==> src/rtl/uart_word_tx.sv <==
// UART 8N1 transmitter for 32-bit words.
// Each word is sent as four bytes. Every byte is framed as a start bit, eight
// data bits (LSB first) and a stop bit, with no gap between the bytes of a word.
// The words are supplied over a valid/ready handshake in the cpuclk domain.
module uart_word_tx #(
  parameter int unsigned CLKS_PER_BIT = 200,
  parameter bit          MSB_FIRST    = 1'b0
) (
  input  logic        cpuclk,
  input  logic        rst,
  input  logic [31:0] word_i,
  input  logic        word_valid_i,
  output logic        word_ready_o,
  output logic        tx_o,
  output logic        busy_o,
  output logic        word_done_o,
  output logic [15:0] word_count_o
);

  localparam logic [15:0] BaudLast = 16'(CLKS_PER_BIT - 1);

  typedef enum logic [1:0] {StIdle, StStart, StData, StStop} state_e;

  state_e      state_q, state_d;
  logic [15:0] baud_q, baud_d;
  logic [2:0]  bit_idx_q, bit_idx_d;
  logic [1:0]  byte_idx_q, byte_idx_d;
  logic [31:0] shreg_q, shreg_d;
  logic        tx_q, tx_d;
  logic        ready_q, ready_d;
  logic        done_q, done_d;
  logic [15:0] word_count_q, word_count_d;

  logic        accept;
  logic        bit_end;
  logic [7:0]  cur_byte;

  assign accept  = word_valid_i & ready_q;
  assign bit_end = (baud_q == BaudLast);
  // The byte being sent always sits at the outgoing end of the shift register.
  assign cur_byte = MSB_FIRST ? shreg_q[31:24] : shreg_q[7:0];

  // State register
  always_ff @(posedge cpuclk or posedge rst) begin
    if (rst) begin
      state_q <= StIdle;
    end else begin
      state_q <= state_d;
    end
  end

  // Next-state logic with the baud, bit and byte counters, and the shift register
  always_comb begin
    state_d    = state_q;
    baud_d     = baud_q;
    bit_idx_d  = bit_idx_q;
    byte_idx_d = byte_idx_q;
    shreg_d    = shreg_q;
    unique case (state_q)
      StIdle: begin
        // Clear the counters while idle, so the first bit of a word starts
        // its baud count at zero.
        baud_d     = 16'd0;
        bit_idx_d  = 3'd0;
        byte_idx_d = 2'd0;
        if (accept) begin
          state_d = StStart;
          shreg_d = word_i;
        end
      end
      StStart: begin
        if (bit_end) begin
          baud_d  = 16'd0;
          state_d = StData;
        end else begin
          baud_d = baud_q + 16'd1;
        end
      end
      StData: begin
        if (bit_end) begin
          baud_d    = 16'd0;
          bit_idx_d = bit_idx_q + 3'd1;
          if (bit_idx_q == 3'd7) begin
            state_d = StStop;
          end
        end else begin
          baud_d = baud_q + 16'd1;
        end
      end
      StStop: begin
        if (bit_end) begin
          baud_d     = 16'd0;
          byte_idx_d = byte_idx_q + 2'd1;
          shreg_d    = MSB_FIRST ? {shreg_q[23:0], 8'h00} : {8'h00, shreg_q[31:8]};
          state_d    = (byte_idx_q == 2'd3) ? StIdle : StStart;
        end else begin
          baud_d = baud_q + 16'd1;
        end
      end
      default: state_d = StIdle;
    endcase
  end

  // Output logic: the registered outputs are computed from the next state,
  // so the flops change at the same edge as the state
  always_comb begin
    tx_d = 1'b1;
    unique case (state_d)
      StStart: tx_d = 1'b0;
      StData:  tx_d = cur_byte[bit_idx_d];
      default: tx_d = 1'b1;
    endcase
    ready_d      = (state_d == StIdle);
    done_d       = (state_q == StStop) && bit_end && (byte_idx_q == 2'd3);
    word_count_d = word_count_q + {15'd0, done_d};
  end

  // Datapath registers
  always_ff @(posedge cpuclk or posedge rst) begin
    if (rst) begin
      baud_q     <= 16'd0;
      bit_idx_q  <= 3'd0;
      byte_idx_q <= 2'd0;
      shreg_q    <= 32'd0;
    end else begin
      baud_q     <= baud_d;
      bit_idx_q  <= bit_idx_d;
      byte_idx_q <= byte_idx_d;
      shreg_q    <= shreg_d;
    end
  end

  // Output registers; tx is taken only from a flop, so the line cannot glitch
  always_ff @(posedge cpuclk or posedge rst) begin
    if (rst) begin
      tx_q         <= 1'b1;
      ready_q      <= 1'b0;
      done_q       <= 1'b0;
      word_count_q <= 16'd0;
    end else begin
      tx_q         <= tx_d;
      ready_q      <= ready_d;
      done_q       <= done_d;
      word_count_q <= word_count_d;
    end
  end

  assign tx_o         = tx_q;
  assign word_ready_o = ready_q;
  assign word_done_o  = done_q;
  assign word_count_o = word_count_q;
  assign busy_o       = (state_q != StIdle);

endmodule

==> config.mk <==
export PLATFORM = sky130hd
export DESIGN_NAME = uart_word_tx
export DESIGN_NICKNAME = d
export VERILOG_FILES = /design/src/rtl/uart_word_tx.sv
export SDC_FILE = /design/constraint.sdc
export NUM_CORES = 1
export LEC_CHECK = 0
export ABC_CLOCK_PERIOD_IN_PS = 5000
export CORE_ASPECT_RATIO = 0.6
export CORE_MARGIN = 4
export CORE_UTILIZATION = 40
export DETAILED_ROUTE_END_ITERATION = 16
export HOLD_SLACK_MARGIN = 0.02
export PLACE_DENSITY = 0.75
export SLEW_MARGIN = 20
export SYNTH_ARGS = -nofsm -noshare
export SYNTH_HDL_FRONTEND = slang
export SYNTH_SLANG_ARGS = --single-unit
==> constraint.sdc <==
create_clock -name cpuclk -period 5 [get_ports cpuclk]
set_input_delay 1 -clock cpuclk [delete_from_list [all_inputs] [get_ports cpuclk]]
set_output_delay 1 -clock cpuclk [all_outputs]
set_load 0.1 [all_outputs]
# == Yosys cells after proc, flatten, opt, wreduce, memory -nomap -nowiden ==
# Cells that the tools add are included.
# W data, S select, Z words.
# totals
wordCells,53
output_inout_bits,20
reg_bits,74
mem_bits_rw,0
in_bits,35
rom_bits,0
n_memories,0
latchBits,0
# classes
muxes,19
n_addsub,4
n_lt_le_gt_ge,1
mul,0
eq_ne,10
div_mod_pow,0
reduce_logical,9
n_bitwise,1
n_shift,0
# ops
operator,count
$mux W32,2
$pmux W32 S2,1
$pmux W16 S2,1
$add A16 B1 Y16,1
$add A16 B1 Y16 const B,1
$eq A16 B8 Y1 const B,1
$mux W16,1
$mux W2,6
$eq A2 B2 Y1 const B,4
$pmux W2 S4,1
$pmux W3 S2,1
$eq A2 B1 Y1 const B,2
$logic_not A2 Y1,2
$lt A3 B4 Y1 const B,1
$ne A2 B2 Y1 const B,2
$pmux W2 S2,1
$reduce_bool A2 Y1,2
$add A3 B1 Y3 const B,1
$bmux W1 S3,1
$eq A3 B3 Y1 const B,1
$mux W3,1
$reduce_and A3 Y1,1
$reduce_or A3 Y1,1
$add A2 B1 Y2 const B,1
5 further kinds,7

# == Depth between registers and ports, before layout ==
# Gate-level depths: netlist (run 1).
# depth
word_depth,6
mapped_depth,12
depth_no_buf,11

# == Worst setup path before layout (run 1) ==
# Ideal clock, no wire load.
# synth_timing
path_type,flip-flop to flip-flop
start,register baud_q[0]
end,"register word_count_q[14], in the netlist word_count_o[14]"
n_path_buf,1
path_stages_with_launch,13
arrival_ns,2.548
setup_ns,0.162
synth_period_minus_slack_ns,2.710
setup_slack_ns,2.290
required_time_ns,4.838
path_cell_list,dfrtp_1 ha_1 and3b_1 clkbuf_1 nand4_4 nor2_1 and2_1 ha_1 ha_1 nand3_1 or2_2 nor2_1 xor2_1
# synth_via
elab_chain_cells,4
# synth_lines
item,line,text
"start, declared",25,"logic [15:0] baud_q, baud_d;"
"start signal, assigned",126,baud_q <= baud_d;
$eq A16 B8 Y1,39,assign bit_end = (baud_q == BaudLast);
$logic_and A1 B1 Y1 (2 in a row),114,done_d = (state_q == StStop) && bit_end && (byte_idx_q == 2'd3);
via done_d,31,"logic done_q, done_d;"
$add A16 B1 Y16,115,"word_count_d = word_count_q + {15'd0, done_d};"
via word_count_d[14],32,"logic [15:0] word_count_q, word_count_d;"
"end signal, assigned",144,word_count_q <= word_count_d;
"end, declared",32,
# The timed path passes the listed nets, and every way through them passes these cells.
# A chain may end at the register's enable or synchronous reset.

# == Worst setup path in the final report (run 1) ==
# layout_timing
start,register state_q[1]
end,output busy_o
# layout_via
elab_chain_cells,1
# layout_lines
item,line,text
"start, declared",24,"state_e state_q, state_d;"
"start signal, assigned",46,state_q <= StIdle;
"start signal, assigned",48,state_q <= state_d;
$reduce_bool A2 Y1,152,assign busy_o = (state_q != StIdle);
"end, declared",15,"output logic busy_o,"
# Every way passes these cells.

==> results of run 1 <==
[cell families after synthesis]
kind of cell    after synthesis  share of synthesized area, %
buf+inv                      18                          2.18
simple gates                110                          16.6
flops                        74                          53.9
compound gates               50                          10.2
fa+ha+maj                     6                          2.18
mux                          26                          7.57
xor+xnor                     29                          7.38
[critical path, cell delays in order (launching register included)]
cell and delay [ps]:
dfrtp_1 530, nor2_1 140, inv_1 120, clkdlybuf4s50_1 1150
[where the power goes]
| group | internal (W) | total [W] | switching (W) |
|---|---|---|---|
| clock | 0.000377 | 0.000618 | 0.000242 |
| sequential | 0.000694 | 0.000763 | 0.0000697 |
| combinational | 0.000112 | 0.000261 | 0.000149 |
| total | 0.00118 | 0.00164 | 0.000460 |
[per-layer routing]
metal	vias up	share of wire, %
li1	1208	-
met1	1194	50
met4	0	1.2
met3	13	5.5
met2	56	43
met5	-	0
[Yosys cell counts, types with 3 or more instances]
library cell   n
dfrtp_1       73
nand2_1       44
xor2_1        14
nand4_1        7
nand3_1       10
nor2_1        24
o21ai_0       27
a22o_1         8
inv_1          5
and3_1         8
nor2b_1        3
xnor2_1       15
clkbuf_1       9
ha_1           6
mux2i_1       26
[path summary, 6_finish.rpt]
| check | from | end | slack (ps) | cells past startpoint |
|---|---|---|---|---|
| max in group asynchronous | rst | tx_o$_DFF_PP1_ | 2830 | 3 |
| worst min-delay path | shreg_q[12]$_DFFE_PP0P_ | shreg_q[12]$_DFFE_PP0P_ | 480 | 2 |
| min in group asynchronous | rst | baud_q[6]$_DFF_PP0_ | 1180 | 2 |
| worst min register to register | shreg_q[12]$_DFFE_PP0P_ | shreg_q[12]$_DFFE_PP0P_ | 480 | 2 |
| worst max-delay path | state_q[1]$_DFF_PP0_ | busy_o | 1720 | 3 |
| worst max register to register | baud_q[0]$_DFF_PP0_ | word_count_o[14]$_DFF_PP0_ | 1890 | 11 |
[per-stage QoR]
step,hold slack [ps],instance area (um2),utilization (%)
after detailed placement,474,4080,50.4
after CTS,486,4370,54.0
after global placement,460,4080,50.4
after floorplan,449,3440,-
after global routing,510,4370,54.0
final,482,4370,54.0
[cell type report]
class | count | area (um2)
Multi-Input combinational cell | 221 | 1520
Fill cell | 667 | 3730
Sequential cell | 74 | 1850
Inverter | 5 | 18.8
Clock buffer | 13 | 270
Timing Repair Buffer | 56 | 556
Tap cell | 108 | 135
Clock inverter | 3 | 22.5
[state kept, by name, indices dropped and copies added (netlist names)]
register	count
word_count_o	16
word_done_o	1
word_ready_o	1
baud_q	16
tx_o	1
bit_idx_q	3
shreg_q	32
byte_idx_q	2
state_q	2
==> results.toml, run 1 <==
[sta]
fin_worst_skew_ps = 4.55
setup_tns_ps = 0
final.min_clock_period_ps = 3280
fmax_mhz = 305
worst_pin_slew_ps = 990
slew_violations = 0
setup_viol = 0
max_slew_margin_pct = 33.8
layout_setup_ws_ps = 1720
finalHoldViolCount = 0
grt_setup_unrepaired = "no"
finalCritPeriodShare_pct = 65.6

[clocking]
cts_tree = "done"
clockBufferDepth = 2
clkLatencyLatePin_ps = 330
cts-resized-gates = 0
cts_buffers = 9
ctsHtreeMaxLevel = 3
cts_setup_buffers = 0
ctsHoldBuffers = 0
cts.reportedPaths.clkPinSlew_ps = 60
root_buffer = "clkbuf_16"
clock-sinks = 74

[placed_design]
dp_cells = 464
post-dp-hpwl_um = 5170
port_buffers = 54
place_congestion = 0.789
dp_worst_setup_slack_ps = 1920

[route]
firstDrtPassIters = 4
ant_nets = 0
vias = 2471
wirelength_um = 7220
wl_per_cell_um = 15.0
first_iter_violations = 106
drc = 0
vias_per_cell = 5.15

[synth]
async_reset_ff_share_pct = 100
yosysTopAreaCell = "dfrtp_1"
synth_warnings = 0
synth-seq-cells = 74
syn_inst = 313
synthFlopType = "dfrtp_1"
yosysUniqueCellTypes = 39
synth_area_per_cell_um2 = 11.0
synth_nets = 354
netlist.area_leader.share_pct = 53.1
ys_seq_area_share_pct = 53.9
synth_area_leaders = "dfrtp_1 53%, mux2i_1 7.6%, nand2_1 4.8%"
synth_edf_count = 0
syn_area_um2 = 3440

[global_routing]
grt_max_degree = 57
grt_use_met3_pct = 5.41
grt_overflow = 0
grt.total_usage_pct = 15.4
grt_util_met2_pct = 22.0
antenna_found_initial = 0
met1_usage_pct = 22.0
grt_pass1_wl_um = 12400
top_usage_layer = "met1"
first_global_vias = 2469

[cells_and_area]
final_common_cell = "dfrtp_1"
diodes = 0
layout_common_cells = "73 x dfrtp_1, 54 x clkdlybuf4s50_1, 44 x nand2_1, 27 x o21ai_0, 26 x mux2i_1"
layout.cells.non_filler = 480
syn2layout_area_growth_pct = 27.2
drive_gt1_share_pct = 8.87
finalNetCount = 408

[power]
p_leak_nw = 2.12
ir_drop_v = 0.000174
p_per_area_nw_per_um2 = 375
total_power_w = 0.00164

[critical_path]
end_kind = "primary output"
cp_max_fo = 10
start_kind = "flop"
cp.required_ps = 4000
path_class = "reg -> out"
arrival_ps = 2280

[flow_run]
cap_violations = 0

[status]
status = "completed"

[floorplan]
die_h_um = 79.8
die_w_um = 128
io_pins = 55
die_area_um2 = 10200
initial_core_util_pct = 42.5
coreArea_um2 = 8100
rows = 25

[hold_path]
hold_class = "reg -> reg"
(Power assumes the default switching activity.)
==> run 2: changes to the inputs <==
Settings changed: ABC_CLOCK_PERIOD_IN_PS 5000 to 2900, PLACE_DENSITY 0.75 to 0.77.
Clock period 5 ns to 2.9 ns, I/O delays scaled along.
==> run 2 against run 1 <==
Net effect: wire length fell by 0.85%; largest cell class unchanged; utilization fell by 0.48 points; clock skew rose by 0.98 ps; design area fell by 0.89%.
==> results.toml, run 2 (synthesized netlist as in run 1, its figures left out) <==
[status]
status = "completed"

[sta]
finalHoldViolCount = 0
setup_viol = 0
grt_setup_unrepaired = "no"
slew_violations = 0
worst_pin_slew_ps = 995
finalCritPeriodShare_pct = 91.7
fin_worst_skew_ps = 5.53
setup_tns_ps = 0
hold_slack_ps = 471
max_slew_margin_pct = 33.5
fmax_mhz = 376
final.min_clock_period_ps = 2660

[cells_and_area]
diodes = 0
layout_common_cells = "73 x dfrtp_1, 44 x nand2_1, 34 x clkdlybuf4s50_1, 27 x o21ai_0, 26 x mux2i_1"
regMostFlops = "shreg_q"
largest_reg_flops = 32
final_common_cell = "dfrtp_1"
drive_gt1_share_pct = 14.7
nFillCells = 695
syn2layout_area_growth_pct = 26.0
finalNetCount = 411

[critical_path]
critPathCapture = "word_count_o[12]$_DFF_PP0_"
r2r_start = "baud_q[0]$_DFF_PP0_"
cp_max_fo = 5
reg2reg_depth = 11
arrival_ps = 2910
end_kind = "flop"
start_kind = "flop"
cp.required_ps = 3150
crit_path_start = "baud_q[0]$_DFF_PP0_"
r2r-end = "word_count_o[12]$_DFF_PP0_"
path_class = "reg -> reg"
rrSetupSlack_ps = 240

[route]
vias_per_cell = 5.07
met1_length_um = 3610
top_layer = "met4"
dr_wl_met3_um = 333
ant_nets = 0
vias = 2450
first_iter_violations = 86
drc = 0
wl_per_cell_um = 14.8
wirelength_um = 7160
met2RoutedLength_um = 3170
firstDrtPassIters = 4

[floorplan]
io_pins = 55
die_h_um = 79.8
coreArea_um2 = 8100
rows = 25
die_w_um = 128
initial_core_util_pct = 42.5
die_area_um2 = 10200

[global_routing]
grt.total_usage_pct = 15.1
grt_max_degree = 57
first_global_vias = 2517
grt_pass1_wl_um = 12200
antenna_found_initial = 0
grt_overflow = 0

[hold_path]
hold_class = "reg -> reg"

[placed_design]
post-dp-hpwl_um = 5110
port_buffers = 54
place_congestion = 0.797

[clocking]
root_buffer = "clkbuf_16"
cts_buffers = 9
ctsHtreeMaxLevel = 3
ctsHoldBuffers = 0
cts.reportedPaths.clkPinSlew_ps = 60
clockBufferDepth = 2
clock-sinks = 74
clkLatencyLatePin_ps = 330
cts_tree = "done"

[power]
ir_drop_v = 0.000337
p_leak_nw = 2.17
p_per_area_nw_per_um2 = 638

[flow_run]
cap_violations = 0
[run 2: cell types whose count changed in the layout (fill, tap and decap cells not counted), moves of 2 or more]
cell	change
buf_4	+22
clkdlybuf4s50_1	-20
clkinv_2	+2
clkbuf_8	-2
clkinvlp_4	-2
clkbuf_1	+2
[run 2: repair_timing]
| item | CTS | global route |
|---|---|---|
| gates resized for setup | 0 | 1 |
| buffers inserted | 0 | 1 |
| setup endpoints to repair | 0 | 2 |
[run 2: power breakdown]
| part | leakage, nW | internal [W] | switching [W] | total, W |
|---|---|---|---|---|
| Sequential | 0.981 | 0.00120 | 0.000122 | 0.00132 |
| Clock | 0.130 | 0.000600 | 0.000397 | 0.000997 |
| Combinational | 1.06 | 0.000192 | 0.000257 | 0.000449 |
[run 2: cell type report]
type / instances / area, um2 / area share, %
Clock buffer: 13 / 250 / 5.77
Clock inverter: 3 / 17.5 / 0.404
Inverter: 5 / 18.8 / 0.433
Multi-Input combinational cell: 221 / 1520 / 35.1
Sequential cell: 74 / 1850 / 42.7
Tap cell: 108 / 135 / 3.12
Timing Repair Buffer: 59 / 541 / 12.5
[run 2: how the worst min path moves through the flow]
stage                                     from                         end  slack, ps  cells past startpoint
finish              word_count_o[15]$_DFF_PP0_  word_count_o[15]$_DFF_PP0_        470                      1
global route           shreg_q[19]$_DFFE_PP0P_     shreg_q[19]$_DFFE_PP0P_        510                      2
CTS                 word_count_o[15]$_DFF_PP0_  word_count_o[15]$_DFF_PP0_        480                      1
detailed placement  word_count_o[15]$_DFF_PP0_  word_count_o[15]$_DFF_PP0_        470                      1
global placement       shreg_q[11]$_DFFE_PP0P_     shreg_q[11]$_DFFE_PP0P_        460                      2
floorplan              shreg_q[10]$_DFFE_PP0P_     shreg_q[10]$_DFFE_PP0P_        450                      2
[run 2: metrics by stage]
stage               instance area (um2)  total power [W]  util, %  instances  setup WS, ps
detailed placement                 4060          0.00178     50.1        466           252
floorplan                          3440          0.00163        -        313           190
global placement                   4060          0.00176     50.1        466           357
CTS                                4330          0.00279     53.4        482           198
global route                       4340          0.00291     53.5        483          12.7
finish                             4340          0.00276     53.5        483           240
[run 2: worst max-delay path, cell delays in order (launching register included)]
cell and delay (ps):
dfrtp_1 400, ha_1 250, and3b_2 280, nand4_4 120
nor2_1 150, and2_1 180, ha_1 200, ha_1 220
nand3_1 140, or2_2 350, nor2_1 140, xor2_1 150
[run 2: layer usage]
metal	global-route usage [%]	vias to the layer above
met5	0	-
met4	5.40	0
met3	4.01	4
met2	22.6	77
met1	21.2	1153
li1	-	1216
==> run 3: changes to the inputs <==
Settings changed: CORE_UTILIZATION 40 to 35, CTS_CLUSTER_DIAMETER set to 60, PLACE_DENSITY 0.77 to 0.7, SLEW_MARGIN 20 to 10.
==> run 3 against run 2 <==
Net effect: total power grew 3.2%; global-route usage is 1.8 points lower; combinational power barely moved; non-clock buffer count fell by 1; register-to-register slack got worse by 70 ps; final cell count increased by 4.3%; hold slack improved by 4.0 ps; clock power grew 9%; die area grew 13%; wire length is 0.34% lower.
==> results.toml, run 3 (synthesized netlist as in run 1, its figures left out) <==
[critical_path]
end_kind = "flop"
crit_family = "simple AND/OR/NAND/NOR gates"
cp_common_cell = "ha_1"
r2r_start = "baud_q[0]$_DFF_PP0_"
max_stage_delay_ps = 420
path_class = "reg -> reg"
path_buf_inv = 0
start_kind = "flop"
cp_slowest_cell = "dfrtp_1"
worstPathCellList = "ha_1 -> and3b_1 -> nand4_4 -> nor2_1 -> and2_1 -> ha_1 -> ha_1 -> nand3_1 -> or2_2 -> nor2_1 -> xor2_1"
cp_max_fo = 5
crit_path_start = "baud_q[0]$_DFF_PP0_"
arrival_ps = 2980
cp.required_ps = 3150

[status]
status = "completed"

[route]
drc = 0
wl_per_cell_um = 14.2
vias = 2423
wirelength_um = 7130
ant_nets = 0
first_iter_violations = 129
vias_per_cell = 4.81
firstDrtPassIters = 4

[sta]
hold_slack_ps = 475
setup_tns_ps = 0
finalHoldViolCount = 0
slew_violations = 0
worst_pin_slew_ps = 1010
fin_worst_skew_ps = 8.04
final.min_clock_period_ps = 2730
max_slew_margin_pct = 32.6
grt_setup_unrepaired = "no"
fmax_mhz = 366
finalCritPeriodShare_pct = 94.1
setup_viol = 0

[global_routing]
grt_overflow = 0
first_global_vias = 2425
grt_pass1_wl_um = 12200
antenna_found_initial = 0
grt.total_usage_pct = 13.3
grt_max_degree = 57

[hold_path]
hold_class = "reg -> reg"
hp-start = "word_count_o[15]$_DFF_PP0_"

[power]
total_power_w = 0.00285
p_leak_nw = 2.17
p_sw_share_pct = 27.9
seqPwrFrac_pct = 46.1
p_sw_w = 0.000797
p_per_area_nw_per_um2 = 651
pwr-share-clk_pct = 38.3
ir_drop_v = 0.000260
combPwrFrac_pct = 15.6
intPower_w = 0.00205

[floorplan]
die_h_um = 84.8
die_w_um = 136
die_area_um2 = 11500
rows = 27
coreArea_um2 = 9360
initial_core_util_pct = 36.8
io_pins = 55

[cells_and_area]
regMostFlops = "shreg_q"
multi_input_comb_area_um2 = 1520
largest_reg_flops = 32
nFillCells = 868
diodes = 0
drive_gt1_share_pct = 14.7
final_area_um2 = 4380
finalNetCount = 410
seqCellArea_um2 = 1850
final_common_cell = "dfrtp_1"
syn2layout_area_growth_pct = 27.4
layout_common_cells = "73 x dfrtp_1, 44 x nand2_1, 34 x clkdlybuf4s50_1, 27 x o21ai_0, 26 x mux2i_1"
layout.cells.non_filler = 504

[clocking]
clkLatencyLatePin_ps = 330
clock-sinks = 74
root_buffer = "clkbuf_16"
cts_buffers = 9
cts_tree = "done"
ctsHoldBuffers = 0
cts.reportedPaths.clkPinSlew_ps = 60
ctsHtreeMaxLevel = 3
clockBufferDepth = 2
cts-resized-gates = 0
cts_setup_buffers = 0

[placed_design]
dp_cells = 488
placed_cell_area_um2 = 4090
post-dp-hpwl_um = 5210
port_buffers = 54
place_congestion = 0.801

[flow_run]
cap_violations = 0
[run 3: layer usage]
layer	GRT usage, %	up-vias	wire (um)
met5	0	-	0
met2	18.3	45	3030
li1	-	1219	-
met4	4.03	0	71
met1	20.1	1153	3770
met3	3.95	6	264
[run 3: area by class of cell]
class | count | area share, %
flip-flops and latches | 74 | 42.3
multi-input cells | 221 | 34.7
repair buffers | 58 | 12.2
clock buffers | 10 | 5.23
well taps | 130 | 3.71
clock inverters | 6 | 1.51
inverters | 5 | 0.428
[run 3: final timing paths]
kind	endpoint	slack (ps)	depth (start not counted)
worst min-delay path	word_count_o[15]$_DFF_PP0_	470	1
min in group asynchronous	word_count_o[15]$_DFF_PP0_	610	2
worst max register to register	word_count_o[14]$_DFF_PP0_	170	11
worst max-delay path	word_count_o[14]$_DFF_PP0_	170	11
max in group asynchronous	tx_o$_DFF_PP1_	1600	3
worst min register to register	word_count_o[15]$_DFF_PP0_	470	1
[run 3: per-stage QoR]
step	setup WS, ps	utilization [%]
5_1_grt	15.9	46.8
2_1_floorplan	190	-
6_report	170	46.8
4_1_cts	161	46.8
3_5_place_dp	205	43.7
3_3_place_gp	359	43.7
[run 3: power groups by stage]
stage          registers [W]  clock network, W  logic [W]
2_1_floorplan        0.00134                 0   0.000287
3_3_place_gp         0.00133                 0   0.000436
3_5_place_dp         0.00133                 0   0.000450
4_1_cts              0.00132           0.00111   0.000453
5_1_grt              0.00134           0.00117   0.000498
6_report             0.00131           0.00109   0.000446
